**config.mk**
```make
export PLATFORM = sky130hd
export DESIGN_NAME = sdspi_card_responder_flat
export DESIGN_NICKNAME = d
export VERILOG_FILES = /design/src/rtl/sdspi_card_responder_if.sv /design/src/rtl/sdspi_card_responder.sv /design/src/flat_wrapper.sv
export SDC_FILE = /design/constraint.sdc
export NUM_CORES = 1
export LEC_CHECK = 0
export CAP_MARGIN = 20
export CORE_ASPECT_RATIO = 1.1
export CORE_UTILIZATION = 49
export DETAILED_ROUTE_END_ITERATION = 12
export PLACE_DENSITY = 0.76
export REMOVE_ABC_BUFFERS = 1
export SKIP_CTS_REPAIR_TIMING = 1
export SLEW_MARGIN = 15
export SYNTH_ARGS = -nofsm -noshare
export SYNTH_HDL_FRONTEND = slang
export SYNTH_SLANG_ARGS = --single-unit
```
**constraint.sdc**
```tcl
create_clock -name clk -period 2.37 [get_ports clk]
set_input_delay 0.237 -clock clk [delete_from_list [all_inputs] [get_ports clk]]
set_output_delay 0.237 -clock clk [all_outputs]
set_load 0.005 [all_outputs]
```
**src/rtl/sdspi_card_responder_if.sv**
```systemverilog
// SPI link plus block-memory port of the SD card responder.
//   slave  : the card side (sdspi_card_responder)
//   master : the host/memory side (testbench or SoC wrapper)
// Signals: cs/sclk/mosi/miso = SPI mode-0 link; blk_addr/byte_idx/mem_* =
// byte-wide block memory; debug = status word.
interface sdspi_card_responder_if;
  logic        cs;
  logic        sclk;
  logic        mosi;
  logic        miso;
  logic [31:0] blk_addr;
  logic [8:0]  byte_idx;
  logic [7:0]  mem_rd_data;
  logic        mem_we;
  logic [7:0]  mem_wr_data;
  logic [31:0] debug;

  modport slave (
    input  cs, sclk, mosi, mem_rd_data,
    output miso, blk_addr, byte_idx, mem_we, mem_wr_data, debug
  );

  modport master (
    output cs, sclk, mosi, mem_rd_data,
    input  miso, blk_addr, byte_idx, mem_we, mem_wr_data, debug
  );
endinterface

```
**src/rtl/sdspi_card_responder.sv**
```systemverilog
// SPI-mode SD card target. Decodes 6-byte commands on mosi and answers with
// R1, single-block read streams and write responses on miso. Block payloads
// come from / go to an external byte-wide memory.
// Ports:
//   clk  - system clock, rising edge
//   rst  - asynchronous reset, active low
//   bus  - SPI link (cs/sclk/mosi/miso), memory port (blk_addr, byte_idx,
//          mem_rd_data, mem_we, mem_wr_data) and debug status word
module sdspi_card_responder #(
  parameter int NCR_BYTES   = 1,
  parameter int NAC_BYTES   = 2,
  parameter int BUSY_BYTES  = 4,
  parameter int SYNC_STAGES = 2
) (
  input  logic                   clk,
  input  logic                   rst,
  sdspi_card_responder_if.slave  bus
);

  typedef enum logic [3:0] {
    CMD_WAIT, CMD_RX, NCR, R1, RD_NAC, RD_TOKEN, RD_DATA, RD_CRC,
    WR_TOKEN, WR_DATA, WR_CRC, WR_RESP, WR_BUSY
  } state_e;

  // {cs, sclk, mosi} synchronizer chain
  logic [SYNC_STAGES-1:0][2:0] sync_q, sync_d;
  logic [SYNC_STAGES:0][2:0]   sync_ext;
  logic cs_s, sclk_s, mosi_s;
  logic sclk_prev_q, cs_prev_q;
  logic sclk_rise, sclk_fall, cs_fall, byte_done;

  logic [2:0]  bit_cnt_q, bit_cnt_d;
  logic [6:0]  rx_shift_q, rx_shift_d;
  logic [7:0]  rx_byte;
  logic [7:0]  tx_q, tx_d;
  logic        miso_q, miso_d;

  state_e      state_q, state_d;
  logic [8:0]  cnt_q, cnt_d;
  logic [5:0]  cmd_q, cmd_d;
  logic [31:0] arg_q, arg_d;
  logic [31:0] blk_addr_q, blk_addr_d;
  logic [7:0]  r1_q, r1_d;
  logic        idle_q, idle_d;
  logic        app_q, app_d;
  logic [8:0]  byte_idx_q, byte_idx_d;
  logic        mem_we_q, mem_we_d;
  logic [7:0]  mem_wr_data_q, mem_wr_data_d;

  logic [7:0]  r1_dec;
  logic        idle_dec, ld_addr;

  always_comb begin
    sync_ext = {sync_q, bus.cs, bus.sclk, bus.mosi};
    sync_d   = sync_ext[SYNC_STAGES-1:0];
  end

  assign {cs_s, sclk_s, mosi_s} = sync_q[SYNC_STAGES-1];
  assign sclk_rise = ~cs_s &  sclk_s & ~sclk_prev_q;
  assign sclk_fall = ~cs_s & ~sclk_s &  sclk_prev_q;
  assign cs_fall   = ~cs_s & cs_prev_q;
  assign byte_done = sclk_rise & (bit_cnt_q == 3'd7);
  // Full received byte, valid in the byte_done cycle
  assign rx_byte   = {rx_shift_q, mosi_s};

  // Bit engine. Falling edge n (1..7) drives bit 7-n; after the 8th rising
  // edge bit_cnt has wrapped to 0, so the same index picks bit 7 of the
  // freshly loaded tx byte.
  always_comb begin
    bit_cnt_d  = bit_cnt_q;
    rx_shift_d = rx_shift_q;
    miso_d     = miso_q;
    if (cs_s) begin
      bit_cnt_d = 3'd0;
      miso_d    = 1'b1;
    end else begin
      if (cs_fall) miso_d = tx_q[7];
      if (sclk_rise) begin
        bit_cnt_d  = bit_cnt_q + 3'd1;
        rx_shift_d = rx_byte[6:0];
      end
      if (sclk_fall) miso_d = tx_q[~bit_cnt_q];
    end
  end

  // R1 / side effects for the latched command, applied when R1 is queued
  always_comb begin
    r1_dec   = 8'h04 | {7'b0, idle_q};
    idle_dec = idle_q;
    ld_addr  = 1'b0;
    case (cmd_q)
      6'd0:  begin idle_dec = 1'b1; r1_dec = 8'h01; end
      6'd1:  begin idle_dec = 1'b0; r1_dec = 8'h00; end
      6'd41: if (app_q) begin idle_dec = 1'b0; r1_dec = 8'h00; end
      6'd8, 6'd16, 6'd55: r1_dec = {7'b0, idle_q};
      6'd17, 6'd24: begin
        if (idle_q) r1_dec = 8'h01;
        else begin r1_dec = 8'h00; ld_addr = 1'b1; end
      end
      default: ;
    endcase
  end

  always_comb begin
    state_d       = state_q;
    tx_d          = tx_q;
    cnt_d         = cnt_q;
    cmd_d         = cmd_q;
    arg_d         = arg_q;
    blk_addr_d    = blk_addr_q;
    r1_d          = r1_q;
    idle_d        = idle_q;
    app_d         = app_q;
    mem_we_d      = 1'b0;
    mem_wr_data_d = mem_wr_data_q;
    // Write address advances the cycle after the strobe so mem_we sees the
    // current index.
    byte_idx_d    = mem_we_q ? byte_idx_q + 9'd1 : byte_idx_q;
    if (byte_done) begin
      tx_d = 8'hFF;
      case (state_q)
        CMD_WAIT: if (rx_byte[7:6] == 2'b01) begin
          cmd_d   = rx_byte[5:0];
          cnt_d   = 9'd0;
          state_d = CMD_RX;
        end
        CMD_RX: begin
          // 4 argument bytes then the (ignored) CRC byte
          if (cnt_q != 9'd4) arg_d = {arg_q[23:0], rx_byte};
          cnt_d = cnt_q + 9'd1;
          if (cnt_q == 9'd4) begin state_d = NCR; cnt_d = 9'd0; end
        end
        NCR: begin
          if (cnt_q == 9'(NCR_BYTES-1)) begin
            state_d = R1;
            tx_d    = r1_dec;
            r1_d    = r1_dec;
            idle_d  = idle_dec;
            app_d   = (cmd_q == 6'd55);
            if (ld_addr) blk_addr_d = arg_q;
          end else cnt_d = cnt_q + 9'd1;
        end
        R1: begin
          cnt_d = 9'd0;
          if (cmd_q == 6'd17 && !idle_q) begin
            state_d    = RD_NAC;
            byte_idx_d = 9'd0;
          end else if (cmd_q == 6'd24 && !idle_q) state_d = WR_TOKEN;
          else state_d = CMD_WAIT;
        end
        RD_NAC: begin
          if (cnt_q == 9'(NAC_BYTES-1)) begin state_d = RD_TOKEN; tx_d = 8'hFE; end
          else cnt_d = cnt_q + 9'd1;
        end
        RD_TOKEN: begin
          state_d    = RD_DATA;
          tx_d       = bus.mem_rd_data;
          byte_idx_d = byte_idx_q + 9'd1;
          cnt_d      = 9'd0;
        end
        RD_DATA: begin
          if (cnt_q == 9'd511) begin
            state_d = RD_CRC; tx_d = 8'h00; cnt_d = 9'd0;
          end else begin
            tx_d       = bus.mem_rd_data;
            byte_idx_d = byte_idx_q + 9'd1;
            cnt_d      = cnt_q + 9'd1;
          end
        end
        RD_CRC: begin
          if (cnt_q == 9'd1) state_d = CMD_WAIT;
          else begin tx_d = 8'h00; cnt_d = 9'd1; end
        end
        WR_TOKEN: if (rx_byte == 8'hFE) begin
          state_d    = WR_DATA;
          byte_idx_d = 9'd0;
          cnt_d      = 9'd0;
        end
        WR_DATA: begin
          mem_we_d      = 1'b1;
          mem_wr_data_d = rx_byte;
          cnt_d         = cnt_q + 9'd1;
          if (cnt_q == 9'd511) begin state_d = WR_CRC; cnt_d = 9'd0; end
        end
        WR_CRC: begin
          if (cnt_q == 9'd1) begin state_d = WR_RESP; tx_d = 8'h05; end
          else cnt_d = 9'd1;
        end
        WR_RESP: begin state_d = WR_BUSY; tx_d = 8'h00; cnt_d = 9'd0; end
        WR_BUSY: begin
          if (cnt_q == 9'(BUSY_BYTES-1)) state_d = CMD_WAIT;
          else begin tx_d = 8'h00; cnt_d = cnt_q + 9'd1; end
        end
        default: state_d = CMD_WAIT;
      endcase
    end
  end

  always_ff @(posedge clk or negedge rst) begin
    if (!rst) begin
      sync_q        <= {SYNC_STAGES{3'b101}};
      sclk_prev_q   <= 1'b0;
      cs_prev_q     <= 1'b1;
      bit_cnt_q     <= 3'd0;
      rx_shift_q    <= 7'd0;
      tx_q          <= 8'hFF;
      miso_q        <= 1'b1;
      state_q       <= CMD_WAIT;
      cnt_q         <= 9'd0;
      cmd_q         <= 6'd0;
      arg_q         <= 32'd0;
      blk_addr_q    <= 32'd0;
      r1_q          <= 8'd0;
      idle_q        <= 1'b1;
      app_q         <= 1'b0;
      byte_idx_q    <= 9'd0;
      mem_we_q      <= 1'b0;
      mem_wr_data_q <= 8'd0;
    end else begin
      sync_q        <= sync_d;
      sclk_prev_q   <= sclk_s;
      cs_prev_q     <= cs_s;
      bit_cnt_q     <= bit_cnt_d;
      rx_shift_q    <= rx_shift_d;
      tx_q          <= tx_d;
      miso_q        <= miso_d;
      state_q       <= state_d;
      cnt_q         <= cnt_d;
      cmd_q         <= cmd_d;
      arg_q         <= arg_d;
      blk_addr_q    <= blk_addr_d;
      r1_q          <= r1_d;
      idle_q        <= idle_d;
      app_q         <= app_d;
      byte_idx_q    <= byte_idx_d;
      mem_we_q      <= mem_we_d;
      mem_wr_data_q <= mem_wr_data_d;
    end
  end

  assign bus.miso        = miso_q;
  assign bus.blk_addr    = blk_addr_q;
  assign bus.byte_idx    = byte_idx_q;
  assign bus.mem_we      = mem_we_q;
  assign bus.mem_wr_data = mem_wr_data_q;
  assign bus.debug       = {2'b00, cmd_q, r1_q, 8'h00, 4'h0, state_q};

endmodule
```
**src/flat_wrapper.sv**
```systemverilog
// flat-port wrapper written by rule: the top's interface ports become plain ports
module sdspi_card_responder_flat 
#(
  parameter int NCR_BYTES   = 1,
  parameter int NAC_BYTES   = 2,
  parameter int BUSY_BYTES  = 4,
  parameter int SYNC_STAGES = 2
)
  (clk, rst, bus_cs, bus_sclk, bus_mosi, bus_mem_rd_data, bus_miso, bus_blk_addr, bus_byte_idx, bus_mem_we, bus_mem_wr_data, bus_debug);
  sdspi_card_responder_if bus_i ();
  input  logic clk;
  input  logic rst;
  input wire logic [$bits(bus_i.cs)-1:0] bus_cs;
  input wire logic [$bits(bus_i.sclk)-1:0] bus_sclk;
  input wire logic [$bits(bus_i.mosi)-1:0] bus_mosi;
  input wire logic [$bits(bus_i.mem_rd_data)-1:0] bus_mem_rd_data;
  output wire logic [$bits(bus_i.miso)-1:0] bus_miso;
  output wire logic [$bits(bus_i.blk_addr)-1:0] bus_blk_addr;
  output wire logic [$bits(bus_i.byte_idx)-1:0] bus_byte_idx;
  output wire logic [$bits(bus_i.mem_we)-1:0] bus_mem_we;
  output wire logic [$bits(bus_i.mem_wr_data)-1:0] bus_mem_wr_data;
  output wire logic [$bits(bus_i.debug)-1:0] bus_debug;
  assign bus_i.cs = bus_cs;
  assign bus_i.sclk = bus_sclk;
  assign bus_i.mosi = bus_mosi;
  assign bus_i.mem_rd_data = bus_mem_rd_data;
  assign bus_miso = bus_i.miso;
  assign bus_blk_addr = bus_i.blk_addr;
  assign bus_byte_idx = bus_i.byte_idx;
  assign bus_mem_we = bus_i.mem_we;
  assign bus_mem_wr_data = bus_i.mem_wr_data;
  assign bus_debug = bus_i.debug;
  sdspi_card_responder #(.NCR_BYTES(NCR_BYTES), .NAC_BYTES(NAC_BYTES), .BUSY_BYTES(BUSY_BYTES), .SYNC_STAGES(SYNC_STAGES)) u_core (.clk(clk), .rst(rst), .bus(bus_i));
endmodule
```
==> results by group <==
Outcome
  • Status: finished, final reports clean

STA
  • Hold Fails Final Rpt: 0
  • Final setup viols: 0
  • Clk_skew: between 0.007 and 0.008 ns
  • Worst-margin pin slew: 0.496 ns
  • Max-slew headroom: 66.5%
  • WHS: 0.221 ns
  • Min cycle time layout: 2.34 ns
  • Final period util: 98.6%
  • Unrepaired setup endpoints after global routing: yes
  • Fmax: between 400 and 500 MHz
  • Final-report max-slew violation count: 0
  • Setup TNS: 0 ns

Power and ir drop
  • Cell area power density: 632 nW/µm²
  • Lkg Pwr: about 3.8 nW
  • Peak supply drop: 0.459 mV

Clock tree
  • H-tree depth: 4
  • TritonCTS Sinks: between 100 and 150
  • CTS max path bufs: 2
  • CTS Buf Count: 17
  • Worst-Skew Late Latency: about 0.42 ns
  • CTS tree: done
  • Clock slew at reported path FFs: around 0.050 ns
  • Root Buffer: clkbuf_16

Route
  • Final ANT Viol Nets: 0
  • Final wirelength: about 15000 µm
  • Vias per cell: 5.61
  • Pre-Repair DR Iteration Count: 4
  • WL per Instance: roughly 18 µm
  • Initial drt markers: 239
  • Residual DRC: 0
  • Routed vias: around 4500

Placed design
  • Hpwl dp: roughly 9800 µm
  • Cells after DPL: approximately 760
  • RD Place Congestion: 0.926
  • PortBufs: 75

Layout
  • Layout filler cell count: 942
  • Ant. Diodes: 0
  • Syn-to-layout area delta: 32.2%
  • Multi-input gate area: slightly below 3000 µm²
  • Storage cell area: 3320 µm²
  • Final Net Count: 647
  • Share of cells above drive strength 1: 34.5%
  • Non-filler cells in the finished layout: 797

Flow run
  • Max_cap viols: 0

Floorplanning
  • Die H: about 120 µm
  • Horiz. Die Dim: 110 µm
  • Row count: 43
  • Core area: 12600 µm²
  • Initial Util: 50.0%
  • DIE AREA: 13300 µm²
  • Io pins: 96

Setup path
  • CP peak stage delay: 0.43 ns
  • Critical Path AT: 2.64 ns
  • CP Max Fanout: 16
  • CP Launch Type: register
  • Slowest cell on the critical path: a211o_2
  • Flop2flop setup slack: 0.03 ns
  • Cells on worst reg2reg path: 9
  • CP endpoint kind: register
  • Worst path cell trace: buf_4, inv_1, ha_2, nor4b_4, a211o_2, buf_6, nor2_4, buf_12, mux2_2
  • Req. time, crit path: 2.68 ns
  • Crit Path Class: reg2reg

Synthesis
  • Ys async rst share: 100%
  • Post-synth EDFFs: 0
  • Mapped Area: around 6300 µm²
  • Mapped Avg Cell Area: 12.7 µm²
  • Yosys reg bits: 132
  • Synth Instances: 497
  • Synth warn: 0
  • Post-synth top flop: dfrtp_1
  • Netlist cell types: 80
  • Post-synthesis sequential area ratio: 52.8%

Min path
  • Hold crit path type: in2reg
  • Hold path cells: 1

Global route
  • GRT Overall Usage: a little under a quarter
  • Pin count of the biggest net entering global routing: 64
  • First-pass GRT wire length: 23000 µm
  • Initial antenna violation count: 0
  • Total global routing overflow: 0
  • Vias in the first global route: 4533
-- metrics by stage --
step | area, µm² | utilization [%] | total power, W | setup WS, ns
after CTS | 8070 | 64.1 | 0.00528 | -0.353
after floorplan | 6090 | - | 0.00249 | -1.76
after global placement | 7470 | 59.4 | 0.00260 | -0.0906
after detailed placement | 7470 | 59.4 | 0.00261 | -0.353
final | 8320 | 66.1 | 0.00526 | 0.0331
after global routing | 8320 | 66.1 | 0.00542 | -0.0405
-- kinds of logic (layout without fill, tap and decap cells) --
logic type,Yosys count,after routing,synth area share [%]
multiplexers,97,97,17.6
AO/OA/AOI/OAI,85,85,10.4
adder cells (fa/ha/maj),7,7,1.39
AND/OR/NAND/NOR,117,117,11.9
flip-flops,132,132,52.8
XOR/XNOR,4,4,0.557
other,1,20,0.0596
buffers and inverters,54,178,5.21
-- metal layers --
metal | part of all wire, % | vias to the layer above | GRT usage [%]
li1 | - | 2052 | -
met1 | 42 | 2251 | 29.2
met2 | 50 | 144 | 37.1
met3 | 6.1 | 22 | 7.17
met4 | 1.6 | 0 | 8.50
met5 | 0 | - | 0
-- critical path: cells and delay by family (launching register included) --
family	cells	cell delay [ns]
AO/OA/AOI/OAI	1	0.43
flip-flops	1	0.38
multiplexers	1	0.35
adder cells (fa/ha/maj)	1	0.19
AND/OR/NAND/NOR	2	0.33
buffers and inverters	4	0.52
-- where the power goes --
| group | switching, W | internal (W) |
|---|---|---|
| registers | 0.0000841 | 0.00232 |
| logic | 0.0000951 | 0.0000829 |
| clock network | 0.000990 | 0.00169 |
| total | 0.00117 | 0.00409 |
-- cells in the final DEF (no fill, tap or decap), types with 4 or more instances in the layout --
master / instances
a211o_1: 4
a21oi_1: 16
and3_1: 6
buf_12: 4
buf_4: 48
clkbuf_16: 18
clkdlybuf4s50_1: 74
conb_1: 20
dfrtp_1: 117
dfstp_2: 15
ha_1: 4
inv_1: 15
mux2_1: 15
mux2_2: 74
mux2i_1: 5
nand2_1: 22
nand2b_1: 4
nand3_1: 5
nor2_1: 26
nor2b_1: 6
o211ai_1: 5
o21ai_0: 6
o2bb2ai_1: 5
-- cell type report --
cell class	count	share of cell area (%)
sequential	132	39.9
multi-input combinational	330	34.8
timing repair buffer	131	15.0
clock buffer	21	5.41
tap	157	2.36
clock inverter	11	1.80
inverter	15	0.677
-- flip-flops by register name (all words and copies together) (netlist names), 2 cells and up --
signal	count
u_core.arg_q	32
u_core.bus.blk_addr	32
u_core.bus.byte_idx	9
u_core.cnt_q	9
u_core.bus.mem_wr_data	8
u_core.tx_q	8
u_core.rx_shift_q	7
u_core.cmd_q	6
u_core.state_q	4
u_core.bit_cnt_q	3
u_core.sync_d	3
u_core.r1_q	2
-- synth_stat cells (all sizes together), types with 3 or more instances --
cell type | instances | area (µm²)
nor2b | 6 | 37.5
nor4b | 6 | 88.8
or2 | 4 | 25.0
mux2 | 90 | 1010
a311oi | 7 | 61.3
xor2 | 3 | 26.3
a22o | 3 | 26.3
a21o | 4 | 31.3
a211oi | 3 | 22.5
ha | 7 | 87.6
nand2 | 22 | 82.6
a211o | 5 | 43.8
nand4 | 4 | 31.3
nor2 | 28 | 110
and2 | 5 | 31.3
o21ai | 7 | 35.0
dfrtp | 117 | 2930
nor3 | 6 | 41.3
and3 | 6 | 37.5
nor4 | 3 | 33.8
o211ai | 6 | 50.1
a31oi | 4 | 25.0
o2bb2ai | 5 | 43.8
nor4bb | 4 | 40.0
nand3 | 7 | 40.0
buf | 35 | 255
mux2i | 5 | 50.1
clkbuf | 4 | 16.3
a21oi | 19 | 110
nand2b | 4 | 25.0
dfstp | 15 | 394
inv | 15 | 56.3
-- path summary, 6_finish.rpt --
path / start / end
worst min register to register: u_core.sync_d[4] / u_core.sclk_s
max in group asynchronous: rst / u_core.bus.blk_addr[12]
min in group asynchronous: rst / u_core.state_q[0]
worst max register to register: u_core.cnt_q[0] / u_core.arg_q[9]
worst max-delay path: u_core.cnt_q[0] / u_core.arg_q[9]
worst min-delay path: bus_mosi / u_core.sync_d[3]
Note: power is estimated with default switching activity, not from simulation.
